## src/rtl/uart_rx_monitor.sv

```systemverilog
// UART receiver with configurable framing, a first-word fall-through frame FIFO
// and sticky frame/parity/overrun error flags, all on core_clk.
module uart_rx_monitor #(
    parameter int CLKS_PER_BIT = 16,
    parameter int DATA_BITS    = 8,
    parameter int PARITY       = 0,
    parameter int STOP_BITS    = 1,
    parameter int FIFO_DEPTH   = 4
) (
    input  logic                              core_clk,
    input  logic                              core_rstn,
    input  logic                              ser_rx,
    input  logic                              rd_en,
    input  logic                              err_clr,
    output logic [DATA_BITS-1:0]              rd_data,
    output logic                              rd_valid,
    output logic [$clog2(FIFO_DEPTH+1)-1:0]   fifo_count,
    output logic                              frame_err,
    output logic                              parity_err,
    output logic                              overrun_err
);

    localparam int CNT_W = $clog2(CLKS_PER_BIT);
    localparam int IDX_W = 4;
    localparam int PTR_W = $clog2(FIFO_DEPTH);
    localparam int FCW   = $clog2(FIFO_DEPTH + 1);

    localparam logic [CNT_W-1:0] HALF_END  = CNT_W'(CLKS_PER_BIT / 2 - 1);
    localparam logic [CNT_W-1:0] BIT_END   = CNT_W'(CLKS_PER_BIT - 1);
    localparam logic [IDX_W-1:0] DATA_LAST = IDX_W'(DATA_BITS - 1);
    localparam logic [IDX_W-1:0] STOP_LAST = IDX_W'(STOP_BITS - 1);
    localparam logic [FCW-1:0]   FULL_CNT  = FCW'(FIFO_DEPTH);

    typedef enum logic [2:0] {
        IDLE,
        START,
        DATA,
        PAR,
        STOP,
        BRK
    } state_t;

    state_t state_q, state_d;

    logic                 rx_meta, rx_s, rx_prev;
    logic [CNT_W-1:0]     cnt_q;
    logic [IDX_W-1:0]     idx_q;
    logic [DATA_BITS-1:0] shift_q;
    logic                 par_bad_q;
    logic                 push_req_q;
    logic [DATA_BITS-1:0] push_data_q;
    logic                 push_par_q;

    logic cnt_clr, idx_clr, idx_inc, shift_en, par_en, frame_bad, frame_ok;
    logic tick_half, tick_bit;

    // Two-flop synchroniser plus one delayed copy for start-edge detection.
    // NOTE: sequential state uses non-blocking (<=) so every flop samples pre-edge values.
    always_ff @(posedge core_clk or negedge core_rstn) begin
        if (!core_rstn) begin
            rx_meta <= 1'b1;
            rx_s    <= 1'b1;
            rx_prev <= 1'b1;
        end else begin
            rx_meta <= ser_rx;
            rx_s    <= rx_meta;
            rx_prev <= rx_s;
        end
    end

    assign tick_half = (cnt_q == HALF_END);
    assign tick_bit  = (cnt_q == BIT_END);

    always_ff @(posedge core_clk or negedge core_rstn) begin
        if (!core_rstn) state_q <= IDLE;
        else            state_q <= state_d;
    end

    // NOTE: every output of this block gets a default first so no latch is inferred.
    always_comb begin
        state_d   = state_q;
        cnt_clr   = 1'b0;
        idx_clr   = 1'b0;
        idx_inc   = 1'b0;
        shift_en  = 1'b0;
        par_en    = 1'b0;
        frame_bad = 1'b0;
        frame_ok  = 1'b0;
        unique case (state_q)
            IDLE: begin
                if (rx_prev && !rx_s) begin
                    cnt_clr = 1'b1;
                    state_d = START;
                end
            end
            START: begin
                if (tick_half) begin
                    cnt_clr = 1'b1;
                    idx_clr = 1'b1;
                    state_d = rx_s ? IDLE : DATA;
                end
            end
            DATA: begin
                if (tick_bit) begin
                    cnt_clr  = 1'b1;
                    shift_en = 1'b1;
                    if (idx_q == DATA_LAST) begin
                        idx_clr = 1'b1;
                        state_d = (PARITY != 0) ? PAR : STOP;
                    end else begin
                        idx_inc = 1'b1;
                    end
                end
            end
            PAR: begin
                if (tick_bit) begin
                    cnt_clr = 1'b1;
                    par_en  = 1'b1;
                    idx_clr = 1'b1;
                    state_d = STOP;
                end
            end
            STOP: begin
                if (tick_bit) begin
                    cnt_clr = 1'b1;
                    if (!rx_s) begin
                        frame_bad = 1'b1;
                        state_d   = BRK;
                    end else if (idx_q == STOP_LAST) begin
                        frame_ok = 1'b1;
                        state_d  = IDLE;
                    end else begin
                        idx_inc = 1'b1;
                    end
                end
            end
            BRK: begin
                if (rx_s) state_d = IDLE;
            end
            default: state_d = IDLE;
        endcase
    end

    always_ff @(posedge core_clk or negedge core_rstn) begin
        if (!core_rstn) begin
            cnt_q     <= '0;
            idx_q     <= '0;
            shift_q   <= '0;
            par_bad_q <= 1'b0;
        end else begin
            cnt_q <= cnt_clr ? '0 : cnt_q + 1'b1;
            if (idx_clr)      idx_q <= '0;
            else if (idx_inc) idx_q <= idx_q + 1'b1;
            if (shift_en) shift_q <= {rx_s, shift_q[DATA_BITS-1:1]};
            if (state_q == START) par_bad_q <= 1'b0;
            else if (par_en)      par_bad_q <= (PARITY == 1) ? ~(^{shift_q, rx_s}) : (^{shift_q, rx_s});
        end
    end

    // The frame is staged for one cycle; the FIFO write happens while the FSM is already in IDLE.
    always_ff @(posedge core_clk or negedge core_rstn) begin
        if (!core_rstn) begin
            push_req_q  <= 1'b0;
            push_data_q <= '0;
            push_par_q  <= 1'b0;
        end else begin
            push_req_q <= frame_ok;
            if (frame_ok) begin
                push_data_q <= shift_q;
                push_par_q  <= par_bad_q;
            end
        end
    end

    logic [DATA_BITS-1:0] mem [FIFO_DEPTH];
    logic [PTR_W-1:0]     wr_ptr, rd_ptr;
    logic [FCW-1:0]       count_q;
    logic                 full, pop, do_push;

    assign full    = (count_q == FULL_CNT);
    assign pop     = rd_en && rd_valid;
    assign do_push = push_req_q && (!full || pop);

    // NOTE: storage has no reset; rd_data is masked while empty instead.
    always_ff @(posedge core_clk) begin
        if (do_push) mem[wr_ptr] <= push_data_q;
    end

    always_ff @(posedge core_clk or negedge core_rstn) begin
        if (!core_rstn) begin
            wr_ptr  <= '0;
            rd_ptr  <= '0;
            count_q <= '0;
        end else begin
            if (do_push) wr_ptr <= wr_ptr + 1'b1;
            if (pop)     rd_ptr <= rd_ptr + 1'b1;
            unique case ({do_push, pop})
                2'b10:   count_q <= count_q + 1'b1;
                2'b01:   count_q <= count_q - 1'b1;
                default: count_q <= count_q;
            endcase
        end
    end

    assign rd_valid   = (count_q != '0);
    assign rd_data    = rd_valid ? mem[rd_ptr] : '0;
    assign fifo_count = count_q;

    // A fresh error event in the same cycle as err_clr keeps its flag set.
    always_ff @(posedge core_clk or negedge core_rstn) begin
        if (!core_rstn) begin
            frame_err   <= 1'b0;
            parity_err  <= 1'b0;
            overrun_err <= 1'b0;
        end else begin
            if (frame_bad)    frame_err <= 1'b1;
            else if (err_clr) frame_err <= 1'b0;
            if (push_req_q && push_par_q) parity_err <= 1'b1;
            else if (err_clr)             parity_err <= 1'b0;
            if (push_req_q && full && !pop) overrun_err <= 1'b1;
            else if (err_clr)               overrun_err <= 1'b0;
        end
    end

endmodule

```

## config.mk

```make
export PLATFORM = sky130hd
export DESIGN_NAME = uart_rx_monitor
export DESIGN_NICKNAME = d
export VERILOG_FILES = /design/src/rtl/uart_rx_monitor.sv
export SDC_FILE = /design/constraint.sdc
export NUM_CORES = 1
export LEC_CHECK = 0
export ABC_AREA = 0
export CAP_MARGIN = 20
export CORE_MARGIN = 2
export CORE_UTILIZATION = 53
export DETAILED_ROUTE_END_ITERATION = 8
export PLACE_DENSITY = 0.79
export SYNTH_ARGS = -nofsm -noshare
export SYNTH_HDL_FRONTEND = slang
export SYNTH_SLANG_ARGS = --single-unit
```

## constraint.sdc

```tcl
create_clock -name core_clk -period 2.1 [get_ports core_clk]
set_input_delay 0.42 -clock core_clk [delete_from_list [all_inputs] [get_ports core_clk]]
set_output_delay 0.42 -clock core_clk [all_outputs]
set_load 0.01 [all_outputs]
```

* Yosys cells after proc, flatten, opt, wreduce, memory -nomap -nowiden
Memory sizes are Yosys's and may differ from the RTL's. Cells that the tools add are included.
Word-level totals: register bits after elaboration 43, RAM bits 32, output and inout port bits 15, word-level logic and storage cells 111, memories kept 1
Cells by class: $add $sub $neg 6, equal/unequal tests 19, mux-type cells 46, reduce and logical (&&, ||, !) cells 22
Memories:
- mem | words 4, width 8, rd ports 1, clocked after memory_dff 0, wr ports 1, RTL line 175 | logic [DATA_BITS-1:0] mem [FIFO_DEPTH];
Operators by type and width (count):
- $mux 1 | 27
- $mux 3 | 9
- $pmux 3 s6 | 1
- $ne 2x2->1 const B | 7
- $mux 4 | 3
- $reduce_bool 2->1 | 6
- $eq 3x3->1 const B | 3
- $reduce_xor 9->1 | 1
- $add 4x1->4 const B | 2
- $eq 4x3->1 const B | 2
- $mux 8 | 1
- $reduce_and 8->1 | 1
- $eq 3x2->1 const B | 2
- $logic_and 1x1->1 | 6
- $pmux 1 s3 | 2
- $pmux 3 s2 | 1
- $add 2x1->2 const B | 2
- $eq 4x4->1 const B | 1
- $logic_not 4->1 | 1
- $add 3x1->3 const B | 1
- $eq 3x1->1 const B | 1
- $logic_not 1->1 | 3
- $logic_not 3->1 | 1
- $ne 3x3->1 const B | 1
- other kinds (8) | 8

* Logic depth before layout (Yosys ltp)
word-level depth 7, gate-level depth with buffers 10, depth with buffers taken out 9

* Least setup slack after synthesis
Ideal clock, no wire load.
path type register -> register, start register count_q[0] (netlist: fifo_count[0]), end register count_q[2] (netlist: fifo_count[2]), setup time 79 ps, arrival 2042 ps, required time 2021 ps, path slack -21 ps, cell stages (with the launch flop) 11, clock period less this slack 2121 ps, cell sequence dfrtp_1 > nor4b_1 > nor2b_1 > clkbuf_1 > inv_1 > ha_1 > inv_1 > fa_1 > xor2_1 > nor2_1 > xor2_1
On the way: longest elaborated chain between the ends 6, elaborated cells on any way between the ends 12, classes of those cells add/sub (2); eq/ne (3); mux (1); reduce/logical (6)
RTL lines:
- start, declared | RTL line 177 | logic [FCW-1:0] count_q;
- start signal, assigned | RTL line 198 | 2'b10: count_q <= count_q + 1'b1;
- start signal, assigned | RTL line 199 | 2'b01: count_q <= count_q - 1'b1;
- start signal, assigned | RTL line 200 | default: count_q <= count_q;
- $eq 3x3->1 or $reduce_bool 3->1 (tied branches) | RTL line 180, 205
- $logic_not 1->1 or $logic_and 1x1->1 (tied branches) | RTL line 182, 181
- $logic_or 1x1->1 | RTL line 182 | assign do_push = push_req_q && (!full || pop);
- $logic_and 1x1->1 | RTL line 182
- $eq 2x1->1 or $eq 2x2->1 (tied branches) | RTL line 197 | unique case ({do_push, pop})
- $pmux 3 s2 or $reduce_bool 2->1 (tied branches)
Parallel ways exist; a longest one is shown, timed or not. A chain may end at the register's enable or synchronous reset.

* Final worst setup path
start register rd_ptr[0], end output rd_data[2]
On the way: longest elaborated chain between the ends 2
RTL lines:
- start, declared | RTL line 176 | logic [PTR_W-1:0] wr_ptr, rd_ptr;
- start signal, assigned | RTL line 196 | if (pop) rd_ptr <= rd_ptr + 1'b1;
- $mem_v2 4x8
- $mux 8 | RTL line 206 | assign rd_data = rd_valid ? mem[rd_ptr] : '0;
- end, declared | RTL line 15 | output logic [DATA_BITS-1:0] rd_data,
No other way between the ends.

==> flow_metrics.env <==
export IMPL_reg2regPathDepth=8
export IMPL_hold_viol_final=0
export IMPL_drtIter0Drc=61
export IMPL_num_rows=28
export IMPL_ys_seq_elements=75
export IMPL_die_area_sq_um=6990
export IMPL_cts_made_buffers=9
export IMPL_core_area_sq_um=6030
export IMPL_power_uw=4580
export IMPL_ant_nets=0
export IMPL_start_util_pct=55.7
export IMPL_worst_slew_pin_transition_ns=0.509
export IMPL_crit_arrival_ns=1.68
export IMPL_worstPathMaxFanout=4
export IMPL_worst_ir_drop_vdd_uv=691
export IMPL_status="complete, no violations"
export IMPL_via_per_inst=5.58
export IMPL_hp_class="primary input to asynchronous set/reset pin"
export IMPL_dp_cells=340
export IMPL_fmax_ghz=0.476
export IMPL_num_vias=2003
export IMPL_grt_pass1_vias=2049
export IMPL_min_period_ns=2.10
export IMPL_rsz0062_at_grt="yes"
export IMPL_hpwlAfterDp_mm=3.68
export IMPL_synthCells=240
export IMPL_drv_cap=0
export IMPL_clock_sinks=75
export IMPL_pre_cts_slack_ns=-0.320
export IMPL_grt_max_degree=44
export IMPL_cts_tree="built"
export IMPL_setup_ws_ns=0.000863
export IMPL_critPathKind="register to primary output"
export IMPL_ys_async_sr_fraction_pct=57.3
export IMPL_die_x_um=83.6
export IMPL_finalCritPeriodShare_pct=100
export IMPL_clkTransAtPathRegs_ns=0.08
export IMPL_cts_max_level=3
export IMPL_portBuffers=19
export IMPL_die_h_um=83.6
export IMPL_slew_violations=0
export IMPL_fin_cells=359
export IMPL_syn_to_final_growth_pct=21.2
export IMPL_crit_required_ns=1.68
export IMPL_gp_congestion=0.786
export IMPL_grt_ovfl_total=0
export IMPL_wire_per_inst_um=15.5
export IMPL_track_usage_pct=17.9
export IMPL_syn_num_nets=254
export IMPL_relSlewSlack_pct=66.1
export IMPL_powerDensity_nw_per_um2=1130
export IMPL_fill_cells=419
export IMPL_drcViolationCount=0
export IMPL_final_layout_size_suffix_gt1_share_pct=24.3
export IMPL_crit_path_end_kind="primary output"
export IMPL_syn_area_sq_um=3360
export IMPL_dr_pass1_iters=4
export IMPL_syn_avg_cell_area_sq_um=14.0
export IMPL_p_leak_uw=0.00176
export IMPL_clock_latency_ns=0.35
export IMPL_ys_seq_area_share_pct=60.8
export IMPL_synth_ff_type="dfrtp_1"
export IMPL_finalSetupViolations=0
export IMPL_cts_buffer_depth=2
export IMPL_startpoint_type="register"
export IMPL_nets=293
export IMPL_io_pins=20
export IMPL_cts_root_buf="clkbuf_8"
export IMPL_grt_pass1_wl_mm=9.74
export IMPL_clock_skew_ns=0.00706
export IMPL_synth_cell_types=47
export IMPL_antenna_found_initial=0
export IMPL_yosys_warnings=0
export IMPL_diodes=0
export IMPL_synth_edf_count=32
export IMPL_drt_total_wl_mm=5.57
==> final timing paths <==
kind	slack (ns)	startpoint	endpoint
setup / recovery	0.0009	rd_ptr[0]	rd_data[2]
hold / removal	0.02	core_rstn	idx_q[1]
setup reg to reg	0.11	fifo_count[0]	fifo_count[2]
hold reg to reg	0.36	rx_meta	rx_s
max in group asynchronous	1.81	core_rstn	rx_meta
min in group core_clk	0.36	rx_meta	rx_s
==> cell usage after synthesis, types with 2 or more instances <==
cell       n  area share [%]
nor2_1    10             1.1
a21oi_1    6            0.89
xnor3_1    2             1.3
nand2b_1   4            0.75
o21ai_1    3            0.45
dfrtp_1   40              30
nand3_1    5            0.75
o211ai_1   2            0.45
o31ai_1    3            0.67
nor3_1     2            0.30
a211oi_1   4            0.89
xor2_1     4             1.0
mux4_2     8             5.4
buf_2      5            0.75
o21ai_0    3            0.45
and2_1    13             2.4
xnor2_1    7             1.8
or4_1      3            0.67
inv_1     17             1.9
edfxtp_1  32              29
a31oi_1    2            0.37
nand2_1    7            0.78
nor2b_1    3            0.56
mux2_1    19             6.4
dfstp_2    3             2.3
clkbuf_1   4            0.45
nand3b_1   2            0.45
ha_1       8             3.0
==> cells by family after synthesis <==
logic type | Yosys count | share of synthesized area, %
mux | 28 | 12.0
xor+xnor | 13 | 4.21
buf+inv | 26 | 3.09
compound gates | 29 | 5.70
fa+ha+maj | 9 | 3.58
flops | 75 | 60.8
simple gates | 60 | 10.6
==> cells in the final DEF (no fill, tap or decap), types with 5 or more instances in the layout <==
cell type / Yosys / layout
buf_4: 0 / 12
nand2_1: 7 / 7
clkdlybuf4s50_1: 0 / 8
and2_1: 13 / 7
buf_12: 0 / 5
inv_1: 17 / 17
mux2_1: 19 / 19
mux4_2: 8 / 8
xnor2_1: 7 / 7
buf_6: 0 / 6
dfrtp_1: 40 / 38
ha_1: 8 / 7
clkbuf_8: 0 / 9
edfxtp_1: 32 / 32
a21oi_1: 6 / 6
nand3_1: 5 / 5
and2_4: 0 / 6
nor2_1: 10 / 10
==> flip-flops by register name, summed over array words and instances, names as in the netlist, 3 cells and up <==
signal and flops:
mem 32, push_data_q 8, shift_q 8, cnt_q 4, idx_q 4, fifo_count 3
state_q 3
==> timing repair <==
item	CTS	global route
pin swaps	6	3
gates resized for setup	38	17
endpoints found under the setup margin	10	18
setup buffers	1	1
cloned	1	0
hold buffers	0	0
==> power by group <==
group	internal, uW	switching (uW)	total [uW]	leakage, uW
Sequential	1670	247	1920	0.000893
Combinational	873	645	1520	0.000765
Clock	569	577	1150	0.000106
==> critical path, cell delays in order, from the launching register on <==
cell	delay, ns
dfrtp_2	0.41
clkbuf_16	0.16
mux4_2	0.50
and2_4	0.16
buf_6	0.11
==> final cells by class <==
| type | count | area, sq um | share of cell area [%] |
|---|---|---|---|
| Sequential cell | 75 | 2040 | 50.2 |
| Multi-Input combinational cell | 139 | 1260 | 31.0 |
| Timing Repair Buffer | 37 | 399 | 9.81 |
| Clock buffer | 9 | 124 | 3.04 |
| Tap cell | 75 | 93.8 | 2.31 |
| Clock inverter | 7 | 85.1 | 2.09 |
| Inverter | 17 | 63.8 | 1.57 |
==> through the flow <==
stage          hold slack (ns)  util (%)  cell area (sq um)  TNS [ns]
2_1_floorplan            0.124         -               3360         0
3_3_place_gp             0.346      62.7               3780    -0.205
3_5_place_dp             0.347      62.7               3780    -0.443
4_1_cts                 0.0331      66.3               4000    -0.191
5_1_grt                 0.0408      67.5               4070    -0.354
6_report                0.0185      67.5               4070         0
==> metal layers <==
metal / routed length, um / GRT usage, % / share of wire (%) / up-vias
li1: - / - / - / 952
met1: 2480 / 22.4 / 45 / 1002
met2: 2810 / 29.7 / 51 / 39
met3: 185 / 4.75 / 3.3 / 10
met4: 88 / 7.04 / 1.6 / 0
met5: 0 / 0 / 0 / -
No activity file was read; power rests on OpenSTA's default activity.
